--- config.mk ---
export PLATFORM = sky130hd
export DESIGN_NAME = bsram_sd_sequencer
export DESIGN_NICKNAME = d
export VERILOG_FILES = /design/src/rtl/bsram_sd_sequencer.sv
export SDC_FILE = /design/constraint.sdc
export NUM_CORES = 1
export LEC_CHECK = 0
export BUFFER_PORTS_ARGS = -buffer_cell sky130_fd_sc_hd__buf_2
export CAP_MARGIN = 20
export CORE_ASPECT_RATIO = 0.6
export CORE_UTILIZATION = 45
export DETAILED_ROUTE_END_ITERATION = 16
export PLACE_DENSITY = 0.85
export SETUP_SLACK_MARGIN = 0.1
export SYNTH_ARGS = -nofsm -noshare
export SYNTH_HDL_FRONTEND = slang
export SYNTH_SLANG_ARGS = --single-unit
--- constraint.sdc ---
create_clock -name clk_sys -period 3.3 [get_ports clk_sys]
set_input_delay 0.66 -clock clk_sys [delete_from_list [all_inputs] [get_ports clk_sys]]
set_output_delay 0.66 -clock clk_sys [all_outputs]
set_load 0.02 [all_outputs]
--- src/rtl/bsram_sd_sequencer.sv ---
`default_nettype none
// ============================================================================
// Module      : bsram_sd_sequencer
// Description : Moves backup RAM between the cartridge BSRAM and the SD save
//               image, one 512-byte sector per sd_rd/sd_wr handshake. Owns
//               bk_ena, tracks BSRAM dirtiness and holds the core in reset
//               (bk_loading) while a load is running.
// Revision    : 1.0 - initial release
// ============================================================================
module bsram_sd_sequencer #(
    parameter int BSRAM_BITS = 16,
    parameter int LBA_W      = 32
) (
    input  logic             clk_sys,
    input  logic             reset,
    input  logic             ioctl_download,
    input  logic             img_mounted,
    input  logic             img_readonly,
    input  logic [63:0]      img_size,
    input  logic [23:0]      ram_mask,
    input  logic             load_req,
    input  logic             save_req,
    input  logic             autosave,
    input  logic             bsram_wr,
    input  logic             sd_ack,
    output logic [LBA_W-1:0] sd_lba,
    output logic             sd_rd,
    output logic             sd_wr,
    output logic             bk_ena,
    output logic             bk_loading,
    output logic             busy,
    output logic             dirty
);

    localparam logic [1:0] c_IDLE = 2'd0;
    localparam logic [1:0] c_REQ  = 2'd1;
    localparam logic [1:0] c_XFER = 2'd2;

    // Highest sector the BSRAM port can address at all.
    localparam logic [LBA_W-1:0] c_MAX_LBA = LBA_W'((64'd1 << (BSRAM_BITS - 9)) - 64'd1);
    localparam logic [LBA_W-1:0] c_ONE     = {{(LBA_W-1){1'b0}}, 1'b1};

    logic [1:0]       r_state, w_state_nxt;
    logic [LBA_W-1:0] r_sd_lba, w_lba_nxt;
    logic             r_sd_rd, w_rd_nxt;
    logic             r_sd_wr, w_wr_nxt;
    logic             r_busy, w_busy_nxt;
    logic             r_bk_loading, w_loading_nxt;
    logic             r_mode_load, w_mode_nxt;
    logic             r_bk_ena;
    logic             r_dirty;
    logic             r_abort;
    logic             r_armed;
    logic             r_dl_d, r_load_d, r_save_d;
    logic             r_ack, r_ack_d;
    logic             w_save_start, w_load_done;

    // Edge detectors; sd_ack is only ever looked at through its registered copy.
    logic w_dl_rise, w_dl_fall, w_load_rise, w_save_rise, w_ack_rise, w_ack_fall;
    assign w_dl_rise   =  ioctl_download & ~r_dl_d;
    assign w_dl_fall   = ~ioctl_download &  r_dl_d;
    assign w_load_rise =  load_req & ~r_load_d;
    assign w_save_rise =  save_req & ~r_save_d;
    assign w_ack_rise  =  r_ack & ~r_ack_d;
    assign w_ack_fall  = ~r_ack &  r_ack_d;

    // An ack rise only counts once ack has been seen low inside REQ, so an ack
    // that was already high on entry must first fall and rise again.
    logic w_req_ack;
    assign w_req_ack = w_ack_rise & r_armed;

    // Load outranks save; the auto-load on download end outranks everything.
    logic w_start_load, w_start_save;
    assign w_start_load = r_bk_ena & (w_dl_fall | w_load_rise);
    assign w_start_save = r_bk_ena & ~w_start_load & (w_save_rise | (autosave & r_dirty));

    logic [LBA_W-1:0] w_last_lba;
    logic             w_done;
    assign w_last_lba = LBA_W'(ram_mask[23:9]);
    assign w_done     = (r_sd_lba >= w_last_lba) | (r_sd_lba >= c_MAX_LBA) | r_abort;

    // State register.
    always_ff @(posedge clk_sys) begin
        if (reset) r_state <= c_IDLE;
        else       r_state <= w_state_nxt;
    end

    // Next-state decode.
    always_comb begin
        w_state_nxt = r_state;
        case (r_state)
            c_IDLE:  if (w_start_load | w_start_save) w_state_nxt = c_REQ;
            c_REQ:   if (w_req_ack) w_state_nxt = c_XFER;
            c_XFER:  if (w_ack_fall) w_state_nxt = w_done ? c_IDLE : c_REQ;
            default: w_state_nxt = c_IDLE;
        endcase
    end

    // Next values of the registered outputs.
    always_comb begin
        w_lba_nxt     = r_sd_lba;
        w_rd_nxt      = r_sd_rd;
        w_wr_nxt      = r_sd_wr;
        w_busy_nxt    = r_busy;
        w_loading_nxt = r_bk_loading;
        w_mode_nxt    = r_mode_load;
        w_save_start  = 1'b0;
        w_load_done   = 1'b0;
        case (r_state)
            c_IDLE: begin
                if (w_start_load | w_start_save) begin
                    w_lba_nxt     = '0;
                    w_busy_nxt    = 1'b1;
                    w_loading_nxt = w_start_load;
                    w_rd_nxt      = w_start_load;
                    w_wr_nxt      = ~w_start_load;
                    w_mode_nxt    = w_start_load;
                    w_save_start  = ~w_start_load;
                end
            end
            c_REQ: begin
                if (w_req_ack) begin
                    w_rd_nxt = 1'b0;
                    w_wr_nxt = 1'b0;
                end
            end
            c_XFER: begin
                if (w_ack_fall) begin
                    if (w_done) begin
                        w_busy_nxt    = 1'b0;
                        w_loading_nxt = 1'b0;
                        w_load_done   = r_mode_load & ~r_abort;
                    end else begin
                        w_lba_nxt = r_sd_lba + c_ONE;
                        w_rd_nxt  = r_mode_load;
                        w_wr_nxt  = ~r_mode_load;
                    end
                end
            end
            default: ;
        endcase
    end

    // Output, edge, abort, dirty and bk_ena registers.
    always_ff @(posedge clk_sys) begin
        if (reset) begin
            r_sd_lba     <= '0;
            r_sd_rd      <= 1'b0;
            r_sd_wr      <= 1'b0;
            r_busy       <= 1'b0;
            r_bk_loading <= 1'b0;
            r_mode_load  <= 1'b0;
            r_bk_ena     <= 1'b0;
            r_dirty      <= 1'b0;
            r_abort      <= 1'b0;
            r_armed      <= 1'b0;
            r_dl_d       <= 1'b0;
            r_load_d     <= 1'b0;
            r_save_d     <= 1'b0;
            r_ack        <= 1'b0;
            r_ack_d      <= 1'b0;
        end else begin
            r_sd_lba     <= w_lba_nxt;
            r_sd_rd      <= w_rd_nxt;
            r_sd_wr      <= w_wr_nxt;
            r_busy       <= w_busy_nxt;
            r_bk_loading <= w_loading_nxt;
            r_mode_load  <= w_mode_nxt;
            r_dl_d       <= ioctl_download;
            r_load_d     <= load_req;
            r_save_d     <= save_req;
            r_ack        <= sd_ack;
            r_ack_d      <= r_ack;
            r_armed      <= (r_state == c_REQ) & (r_armed | ~r_ack);
            // Abort lives only as long as the transfer it interrupts.
            r_abort      <= (w_state_nxt != c_IDLE) & (r_abort | (w_dl_rise & r_busy));

            if (w_dl_rise)
                r_bk_ena <= 1'b0;
            else if (ioctl_download & img_mounted & (img_size != 64'd0) & ~img_readonly)
                r_bk_ena <= |ram_mask;

            // A write in the same cycle as any clear keeps the RAM dirty.
            if (bsram_wr & ~r_bk_loading)
                r_dirty <= 1'b1;
            else if (w_dl_rise | w_save_start | w_load_done)
                r_dirty <= 1'b0;
        end
    end

    assign sd_lba     = r_sd_lba;
    assign sd_rd      = r_sd_rd;
    assign sd_wr      = r_sd_wr;
    assign bk_ena     = r_bk_ena;
    assign bk_loading = r_bk_loading;
    assign busy       = r_busy;
    assign dirty      = r_dirty;

endmodule
`default_nettype wire

==> flow_summary.ini, run 1 <==
[routing]
drc = 8
postRouteAntennaNets = 0
drt_pass1_iterations = 13
vias_per_cell = 5.714
wl_per_cell_um = 15.86
drt-initial-drc-count = 218
finalWirelength_um = 7883
vias = 2840

[worst_setup_path]
timing.rr.end = sd_lba[5]$_SDFFE_PP0P_
startpoint = ram_mask[16]
cp_slowest_cell = or4_1
timing.critical_path.buf_inv = 2
cp-end-kind = flop
crit_family = simple AND/OR/NAND/NOR gates
path_cells = buf_2 > inv_1 > ha_1 > a21oi_1 > a311oi_1 > or4_4 > or3_1 > or4_1 > a21oi_1
crit_type = input port to flop
reg2reg_depth = 7
start_kind = input port
cpMostUsedCell = a21oi_1
arrival_ns = 3.08
worstPathRequired_ns = 3.53
critical_path_peak_fanout = 10
rrSetupSlack_ns = 0.49
slowest_delay_ns = 0.55
r2r-start = sd_lba[7]$_SDFFE_PP0P_

[die]
dieArea_um2 = 5887
rows = 20
die-width_um = 98.39
start_util_pct = 48.20
io_pins = 136
fp.coreArea_um2 = 5205
die_y_um = 59.84

[yosys]
synth_flop_cell = dfxtp_1
synth_edf_count = 0
synthArstFlopShare_pct = 0
synth-seq-cells = 48
syn-num-nets = 410
synth_warnings = 0
ys_types = 47
synth_seq_area_share_pct = 38.30
synthCells = 292
avgSynthCellArea_um2 = 8.591
netlist_area_um2 = 2509

[layout]
nFillCells = 451
num_antenna_cells = 0
final_common_cell = buf_2
drive_gt1_share_pct = 36.19
nets = 548
area_growth_syn_to_layout_pct = 34.61
final_cell_mix = buf_2, dfxtp_1, nor4_1, inv_1, and2_1
post-route-util_pct = 64.88

[cts]
root_buffer = clkbuf_8
cts_buffers = 5
ctsHoldBuffers = 0
postCtsSetupRepairBufs = 0
clk_pin_slew_ns = 0.08
htree_levels = 2
post_cts_resized = 0
clock_latency_ns = 0.30
cts_sinks = 48
clockBufferDepth = 2
cts_tree = done

[sta]
min_period_ns = 2.858
max-slew-margin-rel_pct = 31.94
fmax_mhz = 349.9
slew_viol_final = 0
setup_slack_ns = 0.4420
finalClockSkew_ns = 0.008321
rsz0062_at_grt = no
tightest_slew_ns = 1.012
period_share_pct = 86.61
finalHoldViolations = 0
setup_violations = 0
tns_ns = 0

[global_routing]
grt_usage_pct = 26.79
grt_pass1_wl_um = 12130
overflow = 0
grt_pass1_vias = 2532
grt_max_degree = 27
use_met3_pct = 6.316
antenna_found_initial = 0
met2_usage_pct = 45.67
use_met1_pct = 34.66
top_usage_layer = met2

[job]
cap_violations = 0

[power]
p_leak_nw = 1.674
ir_worst_vdd_mv = 0.1932
power.density_nw_per_um2 = 346.8

[place]
gp_congestion = 0.9005
io_buffers = 135
pre_cts_slack_ns = 0.1952
dp_hpwl_um = 6344

[hold_path]
hold_path_end = r_armed$_SDFF_PP0_
min_path_type = flop to flop
whs_path_depth = 2
hold_start = r_armed$_SDFF_PP0_

[status]
violations = design-rule violations
status = complete, but fails checks
where the power goes:
part	internal (mW)	total [mW]	switching, mW
clock network	0.248	0.445	0.197
registers	0.586	0.590	0.00462
logic	0.0675	0.136	0.0687
layer usage:
metal	part of all wire [%]	wire, µm	vias up
li1	-	-	1359
met1	44	3464	1311
met2	44	3499	152
met3	9.9	782	18
met4	1.7	136	0
met5	0	0	-
synth_stat cells, types with 2 or more instances:
library cell | number | area (µm²)
dfxtp_1 | 48 | 960.9
nor4_1 | 31 | 193.9
inv_1 | 26 | 97.59
and2_1 | 24 | 150.1
ha_1 | 20 | 250.2
nor2_1 | 20 | 75.07
a21oi_1 | 17 | 85.08
nand4_1 | 12 | 75.07
nand2_1 | 11 | 41.29
nor2b_1 | 9 | 56.30
nand3_1 | 8 | 40.04
clkbuf_1 | 6 | 22.52
nor3_1 | 6 | 30.03
o21ai_0 | 5 | 25.02
a211oi_1 | 4 | 30.03
o31ai_1 | 4 | 30.03
o311ai_0 | 3 | 26.28
a21o_1 | 2 | 15.01
a311oi_1 | 2 | 17.52
a31o_2 | 2 | 17.52
a41oi_1 | 2 | 17.52
nand2b_1 | 2 | 12.51
nor4_2 | 2 | 25.02
or3_1 | 2 | 12.51
or4_1 | 2 | 15.01
worst min-delay path, cell delays in order, from the launching register on:
cell and delay [ns]:
dfxtp_1 0.32, inv_1 0.05, a211oi_1 0.06
per-stage QoR:
| stage | hold slack, ns | power [mW] | cells | cell area [µm²] |
|---|---|---|---|---|
| after detailed placement | 0.4671 | 0.7378 | 489 | 3256 |
| after global placement | 0.4475 | 0.7333 | 489 | 3256 |
| after CTS | 0.4792 | 1.177 | 497 | 3377 |
| after global routing | 0.5095 | 1.219 | 497 | 3377 |
| after floorplan | 0.4328 | 0.6593 | 292 | 2509 |
| final | 0.4735 | 1.171 | 497 | 3377 |
worst max path at each step:
stage / end / cells past startpoint
2_1_floorplan: sd_lba[5]$_SDFFE_PP0P_ / 9
4_1_cts: sd_lba[5]$_SDFFE_PP0P_ / 9
5_1_grt: sd_lba[5]$_SDFFE_PP0P_ / 9
6_report: sd_lba[5]$_SDFFE_PP0P_ / 9
3_5_place_dp: sd_lba[5]$_SDFFE_PP0P_ / 9
3_3_place_gp: sd_lba[5]$_SDFFE_PP0P_ / 9
layout make-up:
class / count / area (µm²) / area share, %
inverter: 26 / 97.59 / 2.890
clock buffer: 6 / 82.58 / 2.445
sequential: 48 / 960.9 / 28.45
multi-input combinational: 211 / 1416 / 41.94
timing repair buffer: 138 / 698.2 / 20.67
tap: 66 / 82.58 / 2.445
clock inverter: 2 / 38.79 / 1.149
state kept, by name, summed over array words and instances (netlist names):
signal and cells:
sd_rd 1, dirty 1, r_ack_d 1, busy 1, sd_lba 32, r_save_d 1
r_dl_d 1, r_armed 1, sd_wr 1, bk_ena 1, bk_loading 1, r_abort 1
r_mode_load 1, r_load_d 1, r_ack 1, r_state 2
cells by family after synthesis:
logic type,count (synthesis),synth area share [%]
compound gates,52,14.22
fa+ha+maj,20,9.975
buf+inv,33,5.237
flops,48,38.30
mux,1,0.4488
simple gates,138,31.82
(Power assumes the default switching activity.)
==> run 2: changes to the inputs <==
==> constraint.sdc (replaced) <==
create_clock -name clk_sys -period 2.68 [get_ports clk_sys]
set_input_delay 0.134 -clock clk_sys [delete_from_list [all_inputs] [get_ports clk_sys]]
set_output_delay 0.134 -clock clk_sys [all_outputs]
set_load 0.02 [all_outputs]
==> run 2 against run 1 <==
  * The flow still finishes with violations (design-rule violations)
  * Count of clock-buffer cells in the layout did not move
  * Core utilization increased by 3.1 points
  * Die area unchanged
  * Clock power rose by 28%
==> flow_summary.ini, run 2 (same netlist as run 1, synthesis figures left out) <==
[global_routing]
antenna_found_initial = 0
grt_pass1_wl_um = 12660
grt_max_degree = 27
grt_pass1_vias = 2662
overflow = 0
grt_usage_pct = 28.03

[worst_setup_path]
worstPathRequired_ns = 2.92
path_cells = inv_2 > ha_4 > nand2b_4 > a2111o_1 > a31o_4 > or3_4 > or4_1 > a21oi_1
startpoint = sd_lba[0]$_SDFFE_PP0P_
r2r-start = sd_lba[0]$_SDFFE_PP0P_
timing.critical_path.buf_inv = 1
start_kind = flop
cp-end-kind = flop
arrival_ns = 2.80
crit_family = simple AND/OR/NAND/NOR gates
cp_slowest_cell = or4_1
slowest_delay_ns = 0.53
crit_type = flop to flop
critical_path_peak_fanout = 7

[sta]
finalClockSkew_ns = 0.007265
slew_viol_final = 0
setup_slack_ns = 0.1126
rsz0062_at_grt = no
tightest_slew_ns = 0.7009
setup_violations = 0
tns_ns = 0
hold_ws_ns = 0.03824
min_period_ns = 2.567
max-slew-margin-rel_pct = 52.66
period_share_pct = 95.80
finalHoldViolations = 0
fmax_mhz = 389.5

[routing]
postRouteAntennaNets = 0
vias_per_cell = 5.658
drc = 9
vias = 2863
wl_per_cell_um = 16.17
drt_pass1_iterations = 13
finalWirelength_um = 8184
drt-initial-drc-count = 260

[cts]
ctsHoldBuffers = 0
cts_tree = done
clock_latency_ns = 0.31
cts_buffers = 5
clk_pin_slew_ns = 0.08
cts_sinks = 48
clockBufferDepth = 2
htree_levels = 2
root_buffer = clkbuf_8

[layout]
final_common_cell = buf_2
area_growth_syn_to_layout_pct = 40.95
final_cell_mix = buf_2, dfxtp_1, nor4_1, inv_1, and2_1
nets = 558
num_antenna_cells = 0
largest_reg_flops = 32
final_cell_area_um2 = 3536
drive_gt1_share_pct = 40.45
post-route-util_pct = 67.93

[die]
die_y_um = 59.84
dieArea_um2 = 5887
die-width_um = 98.39
io_pins = 136
fp.coreArea_um2 = 5205
start_util_pct = 48.20
rows = 20

[status]
violations = design-rule violations
status = complete, but fails checks

[place]
pre_cts_slack_ns = 0.02123
placed_area_um2 = 3307
gp_congestion = 0.9495
io_buffers = 135
dp_hpwl_um = 6358

[job]
cap_violations = 0

[power]
power.density_nw_per_um2 = 417.0
p_leak_nw = 1.745
ir_worst_vdd_mv = 0.2640

[hold_path]
hold_start = sd_ack
min_path_type = input port to flop
run 2: final cells by class:
cell class              instances  area (µm²)
clock buffers                   6       93.84
fillers                       413        1669
multi-input cells             211        1486
well taps                      66       82.58
clock inverters                 1       30.03
repair buffers                148       777.0
flip-flops and latches         48       968.4
inverters                      26       97.59
run 2: worst reg2reg max path: stages (launching register included):
cell and delay [ns]:
dfxtp_4 0.37, inv_2 0.05, ha_4 0.22, nand2b_4 0.13
a2111o_1 0.44, a31o_4 0.26, or3_4 0.38, or4_1 0.53
a21oi_1 0.14
run 2: where the power goes:
part,internal (mW),switching [mW]
registers,0.720,0.00577
clock network,0.330,0.242
logic,0.0871,0.0900
total,1.14,0.337
run 2: per-layer routing:
| metal | vias to the layer above | track usage (%) | wire (µm) |
|---|---|---|---|
| li1 | 1371 | - | - |
| met1 | 1329 | 36.57 | 3613 |
| met2 | 149 | 48.69 | 3777 |
| met3 | 14 | 5.263 | 687 |
| met4 | 0 | 7.463 | 106 |
| met5 | - | 0 | 0 |
run 2: stage by stage:
stage / power, mW / std cells
6_report: 1.474 / 506
5_1_grt: 1.529 / 506
4_1_cts: 1.469 / 504
3_5_place_dp: 0.9100 / 495
3_3_place_gp: 0.9042 / 495
2_1_floorplan: 0.8107 / 292
run 2: path summary, 6_finish.rpt:
check,to,slack (ns),cells after the start
setup / recovery,sd_lba[5]$_SDFFE_PP0P_,0.11,8
setup reg to reg,sd_lba[5]$_SDFFE_PP0P_,0.11,8
hold reg to reg,r_armed$_SDFF_PP0_,0.47,2
hold / removal,r_ack$_SDFF_PP0_,0.04,2
run 2: repair_timing:
item | 4_1_cts | 5_1_grt
endpoints found under the setup margin | 5 | 9
setup buffers | 2 | 2
pin swaps | 3 | 5
resized for setup | 2 | 13
==> run 3: changes to the inputs <==
--- a/config.mk
+++ b/config.mk
@@ -7,7 +7,7 @@
 export LEC_CHECK = 0
 export BUFFER_PORTS_ARGS = -buffer_cell sky130_fd_sc_hd__buf_2
 export CAP_MARGIN = 20
-export CORE_ASPECT_RATIO = 0.6
+export CORE_ASPECT_RATIO = 2
 export CORE_UTILIZATION = 45
 export DETAILED_ROUTE_END_ITERATION = 16
 export PLACE_DENSITY = 0.85
==> run 3 against run 2 <==
  * The run now ends clean
  * Core utilization is 3.8 points lower
  * Sequential cell count stayed put
  * Global-route usage is 0.45 points lower
  * First-iteration DRC count is 52% lower
  * Non-clock buffer count is 5 lower
  * Final cell count is 2.0% lower
  * Register-to-register slack better by 0.04 ns
==> flow_summary.ini, run 3 (same netlist as run 1, synthesis figures left out) <==
[status]
status = completed

[layout]
largest_reg_flops = 32
num_antenna_cells = 0
drive_gt1_share_pct = 39.45
nFillCells = 480
area_growth_syn_to_layout_pct = 37.31
final_common_cell = buf_2
nets = 553
final_cell_mix = buf_2, dfxtp_1, nor4_1, inv_1, and2_1

[cts]
htree_levels = 2
clock_latency_ns = 0.31
root_buffer = clkbuf_8
cts_tree = done
clockBufferDepth = 2
cts_buffers = 5
ctsHoldBuffers = 0
clk_pin_slew_ns = 0.10
cts_sinks = 48

[sta]
rsz0062_at_grt = no
fmax_mhz = 395.4
max-slew-margin-rel_pct = 63.32
min_period_ns = 2.529
finalClockSkew_ns = 0.008693
finalHoldViolations = 0
tightest_slew_ns = 0.5451
setup_violations = 0
slew_viol_final = 0
period_share_pct = 94.37
tns_ns = 0

[routing]
vias = 2818
wl_per_cell_um = 15.82
drt_pass1_iterations = 4
drc = 0
vias_per_cell = 5.681
finalWirelength_um = 7847
postRouteAntennaNets = 0
drt-initial-drc-count = 126

[worst_setup_path]
worstPathRequired_ns = 2.94
arrival_ns = 2.79
crit_type = flop to flop
start_kind = flop
cp-end-kind = flop
critical_path_peak_fanout = 8

[die]
io_pins = 136
start_util_pct = 46.69
die-width_um = 54.80
rows = 38
fp.coreArea_um2 = 5373
dieArea_um2 = 5895
die_y_um = 107.6

[power]
clkPwrFrac_pct = 33.8
pwr-share-seq_pct = 53.4
power_frac_comb_pct = 12.8
p_leak_nw = 1.697
internal-power_uw = 997.4
swShare_pct = 26.64
ir_worst_vdd_mv = 0.5682
p_switching_uw = 362.3
fin_total_pwr_mw = 1.360
power.density_nw_per_um2 = 394.7

[global_routing]
grt_max_degree = 27
grt_pass1_wl_um = 12040
grt_pass1_vias = 2725
antenna_found_initial = 0
overflow = 0
grt_usage_pct = 27.58

[job]
cap_violations = 0

[place]
io_buffers = 135
gp_congestion = 0.8357
dp_hpwl_um = 6185

[hold_path]
min_path_type = input port to flop
-- run 3: changes by cell type in the layout (fill, tap and decap cells not counted), moves of 2 or more --
cell      delta
nor4_2       -2
o311ai_0     +2
inv_6        +2
buf_4        -4
nor4_1       +2
-- run 3: metrics by stage --
stage / std cells / hold WS, ns / cell area [µm²] / utilization [%] / setup slack [ns]
floorplan: 292 / 0.2622 / 2515 / - / 0.1152
global placement: 487 / 0.3603 / 3284 / 61.13 / 0.1222
detailed placement: 487 / 0.3606 / 3284 / 61.13 / 0.02699
CTS: 495 / 0.03880 / 3383 / 62.97 / 0.1013
global route: 496 / 0.05212 / 3445 / 64.11 / 0.07616
finish: 496 / 0.03387 / 3445 / 64.11 / 0.1509
-- run 3: final timing paths --
path,depth (start not counted),start,slack (ns),to
setup / recovery,6,sd_lba[1]$_SDFFE_PP0P_,0.15,sd_lba[5]$_SDFFE_PP0P_
hold / removal,2,sd_ack,0.03,r_ack$_SDFF_PP0_
setup reg to reg,6,sd_lba[1]$_SDFFE_PP0P_,0.15,sd_lba[5]$_SDFFE_PP0P_
hold reg to reg,2,r_armed$_SDFF_PP0_,0.48,r_armed$_SDFF_PP0_
-- run 3: power groups by stage --
stage	combinational, mW	sequential, mW	clock, mW
2_1_floorplan	0.0650	0.746	0
3_3_place_gp	0.163	0.742	0
3_5_place_dp	0.167	0.743	0
4_1_cts	0.168	0.726	0.464
5_1_grt	0.194	0.727	0.487
6_report	0.174	0.726	0.460
-- run 3: worst max-delay path, stage by stage, from the launching register on --
cell and delay [ns]:
dfxtp_1 0.44, ha_1 0.27, a2111o_1 0.43, a31o_4 0.25
or3_4 0.41, or4_4 0.54, a21oi_2 0.12
-- run 3: layout make-up --
| cell class | instances | area [µm²] | area share, % |
|---|---|---|---|
| clock buffers | 5 | 68.82 | 1.998 |
| flip-flops and latches | 48 | 967.2 | 28.08 |
| clock inverters | 3 | 25.02 | 0.7265 |
| repair buffers | 143 | 735.7 | 21.36 |
| inverters | 26 | 97.59 | 2.833 |
| well taps | 60 | 75.07 | 2.179 |
| multi-input cells | 211 | 1475 | 42.83 |
-- run 3: routing by layer --
metal  track usage [%]  up-vias  wire length, µm
met4             14.10        0              321
met3             6.497       28              602
li1                  -     1367                -
met1             30.32     1294             2914
met5                 0        -                0
met2             46.21      129             4008
-- run 3: repair_timing --
item | 4_1_cts | 5_1_grt
pin swaps | 0 | 5
buffers inserted | 0 | 1
endpoints found under the setup margin | 4 | 5
resized for setup | 1 | 8
